## src/rtl/ps2_host_tx_pkg.sv

```systemverilog
// ps2_tx_pkg: shared types and constants for the PS/2 host transmitter.
//   - ps2_tx_state_e : transmitter FSM states
//   - PS2_CMD_* / PS2_RESP_ACK : common mouse command and response bytes
//   - PS2_FRAME_BITS : device clock falls in one host-to-device frame
//   - odd_parity()   : parity bit that makes data+parity contain an odd number of ones
package ps2_tx_pkg;

  typedef enum logic [2:0] {
    IDLE,
    INHIBIT,
    REQ,
    SHIFT,
    WAIT_IDLE,
    ERROR
  } ps2_tx_state_e;

  localparam logic [7:0] PS2_CMD_ENABLE_REPORTING = 8'hF4;
  localparam logic [7:0] PS2_CMD_RESET            = 8'hFF;
  localparam logic [7:0] PS2_CMD_SET_DEFAULTS     = 8'hF6;
  localparam logic [7:0] PS2_RESP_ACK             = 8'hFA;
  localparam int         PS2_FRAME_BITS           = 11;

  function automatic logic odd_parity(input logic [7:0] b);
    return ~^b;
  endfunction

endpackage

```

## src/rtl/ps2_host_tx_if.sv

```systemverilog
// ps2_host_tx_if: command handshake between a controller and ps2_host_tx.
//   send    : request strobe (master -> slave)
//   tx_byte : command byte, latched by the transmitter when send is accepted
//   busy    : transmitter owns the bus (slave -> master)
//   done    : one-cycle pulse, byte acknowledged and bus idle
//   err     : one-cycle pulse, timeout or NACK
interface ps2_host_tx_if;
  logic       send;
  logic [7:0] tx_byte;
  logic       busy;
  logic       done;
  logic       err;

  modport master (output send, output tx_byte, input busy, input done, input err);
  modport slave  (input send, input tx_byte, output busy, output done, output err);
endinterface

```

## src/rtl/ps2_host_tx_line_sync.sv

```systemverilog
// ps2_line_sync: conditions the raw PS/2 clock and data pins.
//   clk, reset         : system clock, synchronous active-high reset
//   clk_pin, dat_pin   : raw (asynchronous) PS2_CLK / PS2_DAT levels
//   sync_clk, sync_dat : pin levels after a 2-FF synchronizer
//   fall               : registered one-cycle strobe on a falling sync_clk;
//                        asserts 3 cycles after the pin falls
// Shared with the PS/2 receiver, so it carries no transmitter knowledge.
module ps2_line_sync (
  input  logic clk,
  input  logic reset,
  input  logic clk_pin,
  input  logic dat_pin,
  output logic sync_clk,
  output logic sync_dat,
  output logic fall
);

  logic [1:0] pin_in;
  logic [1:0] pin_sync;
  logic       clk_prev_reg;
  logic       fall_reg;

  assign pin_in = {dat_pin, clk_pin};

  // Synchronizer stages reset to 1, the idle level of an open-drain
  // bus, so leaving reset never looks like a falling edge.
  for (genvar gi = 0; gi < 2; gi++) begin : g_sync
    logic meta_reg;
    logic sync_reg;

    always_ff @(posedge clk) begin
      if (reset) begin
        meta_reg <= 1'b1;
        sync_reg <= 1'b1;
      end else begin
        meta_reg <= pin_in[gi];
        sync_reg <= meta_reg;
      end
    end

    assign pin_sync[gi] = sync_reg;
  end

  always_ff @(posedge clk) begin
    if (reset) begin
      clk_prev_reg <= 1'b1;
      fall_reg     <= 1'b0;
    end else begin
      clk_prev_reg <= pin_sync[0];
      fall_reg     <= clk_prev_reg & ~pin_sync[0];
    end
  end

  assign sync_clk = pin_sync[0];
  assign sync_dat = pin_sync[1];
  assign fall     = fall_reg;

endmodule

```

## src/rtl/ps2_host_tx.sv

```systemverilog
// ps2_host_tx: PS/2 host-to-device command transmitter.
// Runs the request-to-send sequence: clock inhibit, start bit, 8 data bits
// LSB first, odd parity, stop bit, then samples the device ACK.
//   clk, reset             : system clock, synchronous active-high reset
//   cmd (slave)            : send / tx_byte in; busy / done / err out
//   ps2_clk_in, ps2_dat_in : raw pin levels (asynchronous)
//   ps2_clk_oe, ps2_dat_oe : open-drain enables, 1 = pull the line low
// Parameters are in clk cycles: clock inhibit length, wait for the first
// device clock after release, and wait between later device clocks
// (also the bound on the final bus-idle wait).
module ps2_host_tx
  import ps2_tx_pkg::*;
#(
  parameter int INHIBIT_CYCLES = 5000,
  parameter int RTS_TIMEOUT    = 750000,
  parameter int BIT_TIMEOUT    = 100000
) (
  input  logic            clk,
  input  logic            reset,
  ps2_host_tx_if.slave    cmd,
  input  logic            ps2_clk_in,
  input  logic            ps2_dat_in,
  output logic            ps2_clk_oe,
  output logic            ps2_dat_oe
);

  // One counter serves inhibit timing and both timeouts, so size it for
  // the largest of them.
  localparam int CNT_MAX_A = (RTS_TIMEOUT > BIT_TIMEOUT) ? RTS_TIMEOUT : BIT_TIMEOUT;
  localparam int CNT_MAX   = (CNT_MAX_A > INHIBIT_CYCLES) ? CNT_MAX_A : INHIBIT_CYCLES;
  localparam int CNT_W     = $clog2(CNT_MAX + 1);

  localparam logic [CNT_W-1:0] INH_LAST = CNT_W'(INHIBIT_CYCLES - 1);
  localparam logic [CNT_W-1:0] RTS_LAST = CNT_W'(RTS_TIMEOUT - 1);
  localparam logic [CNT_W-1:0] BIT_LAST = CNT_W'(BIT_TIMEOUT - 1);

  logic sync_clk;
  logic sync_dat;
  logic fall;

  ps2_line_sync u_line_sync (
    .clk      (clk),
    .reset    (reset),
    .clk_pin  (ps2_clk_in),
    .dat_pin  (ps2_dat_in),
    .sync_clk (sync_clk),
    .sync_dat (sync_dat),
    .fall     (fall)
  );

  ps2_tx_state_e    state_reg,   state_next;
  logic [CNT_W-1:0] cnt_reg,     cnt_next;
  logic [3:0]       bit_idx_reg, bit_idx_next;
  logic [7:0]       data_reg,    data_next;
  logic             parity_reg,  parity_next;
  logic             clk_oe_reg,  clk_oe_next;
  logic             dat_oe_reg,  dat_oe_next;
  logic             busy_reg,    busy_next;
  logic             done_reg,    done_next;
  logic             err_reg,     err_next;

  always_ff @(posedge clk) begin
    if (reset) begin
      state_reg   <= IDLE;
      cnt_reg     <= '0;
      bit_idx_reg <= '0;
      data_reg    <= '0;
      parity_reg  <= 1'b0;
      clk_oe_reg  <= 1'b0;
      dat_oe_reg  <= 1'b0;
      busy_reg    <= 1'b0;
      done_reg    <= 1'b0;
      err_reg     <= 1'b0;
    end else begin
      state_reg   <= state_next;
      cnt_reg     <= cnt_next;
      bit_idx_reg <= bit_idx_next;
      data_reg    <= data_next;
      parity_reg  <= parity_next;
      clk_oe_reg  <= clk_oe_next;
      dat_oe_reg  <= dat_oe_next;
      busy_reg    <= busy_next;
      done_reg    <= done_next;
      err_reg     <= err_next;
    end
  end

  logic [3:0]       k;           // bit_idx after the fall being handled
  logic [CNT_W-1:0] shift_last;  // last counter value before a SHIFT timeout
  logic             go_err;

  always_comb begin
    state_next   = state_reg;
    cnt_next     = cnt_reg;
    bit_idx_next = bit_idx_reg;
    data_next    = data_reg;
    parity_next  = parity_reg;
    dat_oe_next  = dat_oe_reg;
    busy_next    = busy_reg;
    done_next    = 1'b0;
    err_next     = 1'b0;
    go_err       = 1'b0;
    k            = bit_idx_reg + 4'd1;
    // Devices may take much longer to answer the request than to clock
    // later bits, so the first fall gets the longer limit.
    shift_last   = (bit_idx_reg == 4'd0) ? RTS_LAST : BIT_LAST;

    case (state_reg)
      IDLE: begin
        if (cmd.send) begin
          data_next   = cmd.tx_byte;
          parity_next = odd_parity(cmd.tx_byte);
          busy_next   = 1'b1;
          cnt_next    = '0;
          state_next  = INHIBIT;
        end
      end

      INHIBIT: begin
        if (cnt_reg == INH_LAST) begin
          cnt_next    = '0;
          dat_oe_next = 1'b1;  // start bit goes low while clock is still held
          state_next  = REQ;
        end else begin
          cnt_next = cnt_reg + CNT_W'(1);
        end
      end

      REQ: begin
        cnt_next     = '0;
        bit_idx_next = '0;
        state_next   = SHIFT;
      end

      SHIFT: begin
        if (fall) begin
          cnt_next     = '0;
          bit_idx_next = k;
          if (k <= 4'd8) begin
            dat_oe_next = ~data_reg[bit_idx_reg[2:0]];
          end else if (k == 4'd9) begin
            dat_oe_next = ~parity_reg;
          end else if (k == 4'd10) begin
            dat_oe_next = 1'b0;  // stop bit: release the line
          end else if (k == 4'(PS2_FRAME_BITS)) begin
            if (sync_dat) begin
              go_err = 1'b1;  // NACK: device left data high
            end else begin
              state_next = WAIT_IDLE;
            end
          end else begin
            go_err = 1'b1;
          end
        end else if (cnt_reg == shift_last) begin
          go_err = 1'b1;
        end else begin
          cnt_next = cnt_reg + CNT_W'(1);
        end
      end

      WAIT_IDLE: begin
        if (sync_clk && sync_dat) begin
          done_next  = 1'b1;
          busy_next  = 1'b0;
          state_next = IDLE;
        end else if (cnt_reg == BIT_LAST) begin
          go_err = 1'b1;
        end else begin
          cnt_next = cnt_reg + CNT_W'(1);
        end
      end

      ERROR: begin
        state_next = IDLE;
      end

      default: begin
        state_next = IDLE;
      end
    endcase

    // ERROR is a one-cycle state; err is asserted during it, with the
    // lines already released and busy already low.
    if (go_err) begin
      state_next  = ERROR;
      err_next    = 1'b1;
      busy_next   = 1'b0;
      dat_oe_next = 1'b0;
      cnt_next    = '0;
    end

    // Clock enable is decoded from the next state so the pin is driven
    // straight from a flop.
    clk_oe_next = (state_next == INHIBIT) || (state_next == REQ);
  end

  assign ps2_clk_oe = clk_oe_reg;
  assign ps2_dat_oe = dat_oe_reg;
  assign cmd.busy   = busy_reg;
  assign cmd.done   = done_reg;
  assign cmd.err    = err_reg;

endmodule

```

## src/flat_wrapper.sv

```systemverilog
// flat-port wrapper written by rule: the top's interface ports become plain ports
module ps2_host_tx_flat import ps2_tx_pkg::*;
#(
  parameter int INHIBIT_CYCLES = 5000,
  parameter int RTS_TIMEOUT    = 750000,
  parameter int BIT_TIMEOUT    = 100000
)
  (clk, reset, ps2_clk_in, ps2_dat_in, ps2_clk_oe, ps2_dat_oe, cmd_send, cmd_tx_byte, cmd_busy, cmd_done, cmd_err);
  ps2_host_tx_if cmd_i ();
  input  logic clk;
  input  logic reset;
  input  logic ps2_clk_in;
  input  logic ps2_dat_in;
  output logic ps2_clk_oe;
  output logic ps2_dat_oe;
  input wire logic [$bits(cmd_i.send)-1:0] cmd_send;
  input wire logic [$bits(cmd_i.tx_byte)-1:0] cmd_tx_byte;
  output wire logic [$bits(cmd_i.busy)-1:0] cmd_busy;
  output wire logic [$bits(cmd_i.done)-1:0] cmd_done;
  output wire logic [$bits(cmd_i.err)-1:0] cmd_err;
  assign cmd_i.send = cmd_send;
  assign cmd_i.tx_byte = cmd_tx_byte;
  assign cmd_busy = cmd_i.busy;
  assign cmd_done = cmd_i.done;
  assign cmd_err = cmd_i.err;
  ps2_host_tx #(.INHIBIT_CYCLES(INHIBIT_CYCLES), .RTS_TIMEOUT(RTS_TIMEOUT), .BIT_TIMEOUT(BIT_TIMEOUT)) u_core (.clk(clk), .reset(reset), .cmd(cmd_i), .ps2_clk_in(ps2_clk_in), .ps2_dat_in(ps2_dat_in), .ps2_clk_oe(ps2_clk_oe), .ps2_dat_oe(ps2_dat_oe));
endmodule
```

## config.mk

```make
export PLATFORM = sky130hd
export DESIGN_NAME = ps2_host_tx_flat
export DESIGN_NICKNAME = d
export VERILOG_FILES = /design/src/rtl/ps2_host_tx_pkg.sv /design/src/rtl/ps2_host_tx_if.sv /design/src/rtl/ps2_host_tx_line_sync.sv /design/src/rtl/ps2_host_tx.sv /design/src/flat_wrapper.sv
export SDC_FILE = /design/constraint.sdc
export NUM_CORES = 1
export LEC_CHECK = 0
export BUFFER_PORTS_ARGS = -buffer_cell sky130_fd_sc_hd__buf_2
export CAP_MARGIN = 20
export CORE_UTILIZATION = 25
export CTS_CLUSTER_DIAMETER = 100
export DETAILED_ROUTE_END_ITERATION = 8
export HOLD_SLACK_MARGIN = 0.1
export PLACE_DENSITY = 0.43
export REMOVE_ABC_BUFFERS = 1
export SLEW_MARGIN = 20
export SYNTH_ARGS = -nofsm -noshare
export SYNTH_HDL_FRONTEND = slang
export SYNTH_SLANG_ARGS = --single-unit
```

## constraint.sdc

```tcl
create_clock -name clk -period 2.87 [get_ports clk]
set_input_delay 0.4305 -clock clk [delete_from_list [all_inputs] [get_ports clk]]
set_output_delay 0.4305 -clock clk [all_outputs]
set_load 0.01 [all_outputs]
```

==> results_dict.tcl, run 1 <==
set metrics [dict create \
    power_per_cell_area_nw_per_um2 435 \
    grt_overflow 0 \
    run_status "completed" \
    whs_ns 0.288 \
    drt-met1-wl_um 3450 \
    cts_max_path_buffers 2 \
    hold_viol_final 0 \
    grt_pass1_vias 2291 \
    die_area_um2 11200 \
    grt_pass1_wl_um 11600 \
    first_pass_iters 4 \
    fin_setup_tns_ns 0 \
    htree_levels 2 \
    fmax_mhz 379 \
    cts.sinks 47 \
    coreArea_um2 10400 \
    diodes 0 \
    synthTopCellsByCount "nand2_1, dfxtp_1, nor2_1" \
    finalClockSkew_ns 0.0135 \
    via_per_inst 4.86 \
    synthAdderAreaFrac 0.0325 \
    worstHoldEndpoint "u_core.u_line_sync.g_sync[0].meta_reg$_SDFF_PP1_" \
    wirelength_um 6780 \
    setup_ws_ns 0.231 \
    tritoncts "done" \
    setup.worst_path.class "reg -> reg" \
    ys_ff_latch 47 \
    cts_buffers 5 \
    post_cts.repair.setup_buffers 0 \
    slew_headroom 0.638 \
    netlist.area_leader.share 0.349 \
    async_reset_ff_frac 0 \
    cp_common_cell "or3b_1" \
    grt_max_degree 24 \
    syn_to_final_growth_pct 14.4 \
    synth_edf_count 0 \
    min_path_cells 2 \
    largest_reg_flops 20 \
    tightest_slew_ns 0.542 \
    drv_slew 0 \
    setup_violations 0 \
    maxCapViolCount 0 \
    cts_hold_buffers 0 \
    wl_met3_um 210 \
    cp_slowest_cell "or2_2" \
    path_cells "inv_1 > ha_1 > or3b_1 > nor4b_1 > o2111a_2 > or2_2 > or3b_1 > a21oi_2" \
    worst_setup_path_start_kind "flip-flop" \
    r2r-end "u_core.cnt_reg[1]$_SDFFE_PP0P_" \
    synth.most_common_cell "nand2_1" \
    r2r_start "u_core.bit_idx_reg[1]$_SDFFE_PP0P_" \
    ctsResizeCount 0 \
    cp.arrival_ns 2.90 \
    clk_pin_slew_worst_paths_ns 0.10 \
    insertion_delay_ns 0.31 \
    route.detailed.drc 0 \
    antenna_found_initial 0 \
    yosys.area.top_type "dfxtp_1" \
    die_w_um 106 \
    place_area_um2 2950 \
    netlist_instances 326 \
    hold_class "in -> reg" \
    vdd_drop_max_uv 167 \
    synthFlopType "dfxtp_1" \
    dp_hpwl_um 4910 \
    grt_setup_unrepaired "false" \
    synth_area_um2 2700 \
    cts_root_buf "clkbuf_8" \
    worst_setup_path_end_kind "flip-flop" \
    p_leak_uw 0.00107 \
    synthTopCellsByArea "dfxtp_1, nand2_1, a21oi_2" \
    drt_iter0_drc 132 \
    routedWlPerCell_um 14.1 \
    cpPeakStageDelay_ns 0.46 \
    numPortBuffers 17 \
    rows 37 \
    synth_top_family_by_area "simple AND/OR/NAND/NOR gates" \
    synth_warnings 0 \
    start_util 0.260 \
    stdcell_area_um2 3090 \
    dp.cells 472 \
    fin_nets 364 \
    synth_cell_types 54 \
    post-route-min-period_ns 2.64 \
    hold_start "ps2_clk_in" \
    ant_nets 0 \
    highest_layer "met4" \
    avgSynthCellArea_um2 8.27 \
    synth_xor_area_frac 0.0325 \
    gr-usage-all-layers 0.130 \
    num_io_pins 18 \
    drive_above_1_share 0.217 \
    synthMuxAreaShare 0.0204 \
    crit_fanout 17 \
    r2r_cells 8 \
    synth_compound_area_frac 0.201 \
    fin_crit_sh 0.920 \
    synthSimpleGateAreaFrac 0.319 \
    routed-wl-met2_um 3050 \
    finalNonFillerCells 481 \
    reg2reg_slack_ns 0.23 \
    cp_data_required_time_ns 3.13 \
    vias 2338 \
    pre_cts_ws_ns 0.203 \
    gp_congestion 0.774 \
    seq_area_frac_synth 0.349 \
    die-height_um 106 \
]
worst max-delay path: cells and delay by family (launching register included):
family                     cells  cell delay [ns]
and+or+nand+nor                4             1.43
DFF                            1             0.43
AOI/OAI and AO/OA              2             0.42
buffers and inverters          1             0.15
adders and majority gates      1             0.14
metal layers:
metal | vias up | global-route usage
met2 | 35 | 0.205
met1 | 1104 | 0.176
met5 | - | 0
met4 | 0 | 0.0437
met3 | 6 | 0.0235
li1 | 1193 | -
power breakdown:
| group | switching (µW) | internal (µW) | leakage [µW] |
|---|---|---|---|
| logic | 82.5 | 65.9 | 0.000637 |
| clock network | 253 | 263 | 0.0000548 |
| registers | 8.73 | 669 | 0.000382 |
logic make-up (layout without fill, tap and decap cells):
group,count (synthesis),in the layout
adders and majority gates,7,7
DFF,47,47
xor gates and xnor gates,10,10
AOI/OAI and AO/OA,76,76
buffers and inverters,23,42
and+or+nand+nor,160,160
muxes,3,3
metrics by stage:
stage	power, µW	utilization
after floorplan	782	-
after global routing	1410	0.298
final	1340	0.298
after detailed placement	840	0.285
after CTS	1350	0.296
after global placement	839	0.285
cell type report:
class                   count  area (µm²)
well taps                 136         170
repair buffers             30         208
clock buffers               5        68.8
flip-flops and latches     47         941
inverters                   4        15.0
fillers                  1148        7280
multi-input cells         256        1640
clock inverters             3        46.3
layout by cell type (no fill, tap or decap), drive strengths merged, types with 3 or more instances in the layout:
cell / n
or3: 5
inv: 5
clkbuf: 5
nand2: 52
nor3b: 3
nand4: 7
ha: 7
nand3: 10
o21ai: 10
or2: 9
dfxtp: 47
and2: 6
nor3: 4
nand3b: 12
and3: 3
xnor2: 9
a22oi: 3
a2bb2oi: 10
a21oi: 41
nor4b: 4
nor2: 32
and4: 3
buf: 30
worst max-delay path by stage:
stage | from | slack, ns | to
after floorplan | u_core.bit_idx_reg[1]$_SDFFE_PP0P_ | 0.29 | u_core.cnt_reg[11]$_SDFFE_PP0P_
after global placement | u_core.bit_idx_reg[1]$_SDFFE_PP0P_ | 0.27 | u_core.cnt_reg[10]$_SDFFE_PP0P_
after detailed placement | u_core.bit_idx_reg[1]$_SDFFE_PP0P_ | 0.20 | u_core.cnt_reg[10]$_SDFFE_PP0P_
after CTS | u_core.bit_idx_reg[1]$_SDFFE_PP0P_ | 0.15 | u_core.cnt_reg[10]$_SDFFE_PP0P_
after global routing | u_core.bit_idx_reg[1]$_SDFFE_PP0P_ | 0.07 | u_core.cnt_reg[11]$_SDFFE_PP0P_
final | u_core.bit_idx_reg[1]$_SDFFE_PP0P_ | 0.23 | u_core.cnt_reg[1]$_SDFFE_PP0P_
Note: power is estimated with default switching activity, not from simulation.
==> run 2, diff against run 1 <==
--- a/config.mk
+++ b/config.mk
@@ -13,6 +13,7 @@
 export HOLD_SLACK_MARGIN = 0.1
 export PLACE_DENSITY = 0.43
 export REMOVE_ABC_BUFFERS = 1
+export SETUP_SLACK_MARGIN = 0.4
 export SLEW_MARGIN = 20
 export SYNTH_ARGS = -nofsm -noshare
 export SYNTH_HDL_FRONTEND = slang
==> results_dict.tcl, run 2 (synthesis results as in run 1) <==
set metrics [dict create \
    run_status "completed" \
    cts_root_buf "clkbuf_8" \
    dp.cells 472 \
    clk_pin_slew_worst_paths_ns 0.11 \
    grt_max_degree 24 \
    vdd_drop_max_uv 162 \
    die_w_um 106 \
    r2r-end "u_core.cnt_reg[6]$_SDFFE_PP0P_" \
    place_area_um2 2950 \
    cts.sinks 47 \
    coreArea_um2 10400 \
    cpPeakStageDelay_ns 0.39 \
    crit_buf_inv 2 \
    r2r_cells 9 \
    hold_viol_final 0 \
    route.detailed.drc 0 \
    ant_nets 0 \
    gp_congestion 0.774 \
    wirelength_um 7310 \
    final_common_cell "nand2_1" \
    dp_hpwl_um 4910 \
    syn_to_final_growth_pct 24.6 \
    drv_slew 0 \
    r2r_start "u_core.bit_idx_reg[0]$_SDFFE_PP0P_" \
    path_delay_family "simple AND/OR/NAND/NOR gates" \
    setup_violations 0 \
    hold_class "in -> reg" \
    pre_cts_ws_ns 0.203 \
    numPortBuffers 17 \
    routedWlPerCell_um 14.7 \
    min_path_cells 2 \
    die-height_um 106 \
    stdcell_area_um2 3360 \
    first_pass_iters 4 \
    slew_headroom 0.636 \
    cp_slowest_cell "dfxtp_4" \
    drt_iter0_drc 107 \
    worstHoldEndpoint "u_core.u_line_sync.g_sync[0].meta_reg$_SDFF_PP1_" \
    power_uw 1370 \
    cts_max_path_buffers 2 \
    hold_start "ps2_clk_in" \
    cp_data_required_time_ns 3.12 \
    start_util 0.260 \
    path_cells "inv_4 > ha_4 > or3b_4 > nor4b_4 > o2111a_2 > or3_4 > or2_4 > clkbuf_16 > a21oi_2" \
    fin_nets 381 \
    rows 37 \
    fin_crit_sh 0.846 \
    grt_pass1_wl_um 11800 \
    die_area_um2 11200 \
    grt_setup_unrepaired "true" \
    maxCapViolCount 0 \
    crit_fanout 7 \
    tightest_slew_ns 0.544 \
    fin_setup_tns_ns 0 \
    htree_levels 2 \
    cts_hold_buffers 0 \
    finalNonFillerCells 498 \
    grt_overflow 0 \
    largest_reg_flops 20 \
    insertion_delay_ns 0.32 \
    gr-usage-all-layers 0.131 \
    grt_pass1_vias 2337 \
    post-route-min-period_ns 2.43 \
    power_per_cell_area_nw_per_um2 408 \
    fmax_mhz 412 \
    diodes 0 \
    tritoncts "done" \
    via_per_inst 4.91 \
    drive_above_1_share 0.293 \
    setup_ws_ns 0.441 \
    worst_setup_path_end_kind "flip-flop" \
    antenna_found_initial 0 \
    final_cell_mix "nand2_1, dfxtp_1, nor2_1" \
    reg2reg_slack_ns 0.44 \
    setup.worst_path.class "reg -> reg" \
    vias 2446 \
    num_io_pins 18 \
    finalClockSkew_ns 0.0157 \
    p_leak_uw 0.00119 \
    cts_buffers 5 \
    worst_setup_path_start_kind "flip-flop" \
    cp.arrival_ns 2.67 \
]
run 2: timing repair:
| action | in CTS | in global routing |
|---|---|---|
| resized for setup | 8 | 17 |
| pin swaps | 2 | 4 |
| setup buffers | 4 | 11 |
| gates cloned | 0 | 3 |
| setup endpoints to repair | 21 | 21 |
run 2: how the worst max path moves through the flow:
stage	startpoint	to	slack (ns)	cells after the start
6_report	u_core.bit_idx_reg[0]$_SDFFE_PP0P_	u_core.cnt_reg[6]$_SDFFE_PP0P_	0.44	9
3_5_place_dp	u_core.bit_idx_reg[1]$_SDFFE_PP0P_	u_core.cnt_reg[10]$_SDFFE_PP0P_	0.20	8
5_1_grt	u_core.bit_idx_reg[0]$_SDFFE_PP0P_	u_core.cnt_reg[5]$_SDFFE_PP0P_	0.37	9
4_1_cts	u_core.cnt_reg[0]$_SDFFE_PP0P_	u_core.cnt_reg[14]$_SDFFE_PP0P_	0.40	8
2_1_floorplan	u_core.bit_idx_reg[1]$_SDFFE_PP0P_	u_core.cnt_reg[11]$_SDFFE_PP0P_	0.29	8
3_3_place_gp	u_core.bit_idx_reg[1]$_SDFFE_PP0P_	u_core.cnt_reg[10]$_SDFFE_PP0P_	0.27	8
run 2: report_power, final:
group	leakage, µW	switching [µW]	internal [µW]
registers	0.000384	8.72	667
logic	0.000755	90.8	84.5
clock network	0.0000548	257	263
total	0.00119	356	1010
run 2: stage by stage:
step / util / hold slack (ns)
detailed placement: 0.285 / 0.401
finish: 0.324 / 0.285
global placement: 0.285 / 0.392
CTS: 0.302 / 0.286
floorplan: - / 0.389
global route: 0.324 / 0.281
run 2: routing by layer:
layer | part of all wire | routed length, µm | global-route usage
met1 | 0.50 | 3650 | 0.176
met2 | 0.46 | 3370 | 0.212
met3 | 0.022 | 163 | 0.0235
met4 | 0.017 | 127 | 0.0437
met5 | 0 | 0 | 0
run 2: cell type report:
class	count	area, µm²
Multi-Input combinational cell	256	1730
Fill cell	1124	7010
Tap cell	136	170
Clock buffer	5	68.8
Sequential cell	47	948
Clock inverter	3	46.3
Timing Repair Buffer	47	378
Inverter	4	17.5
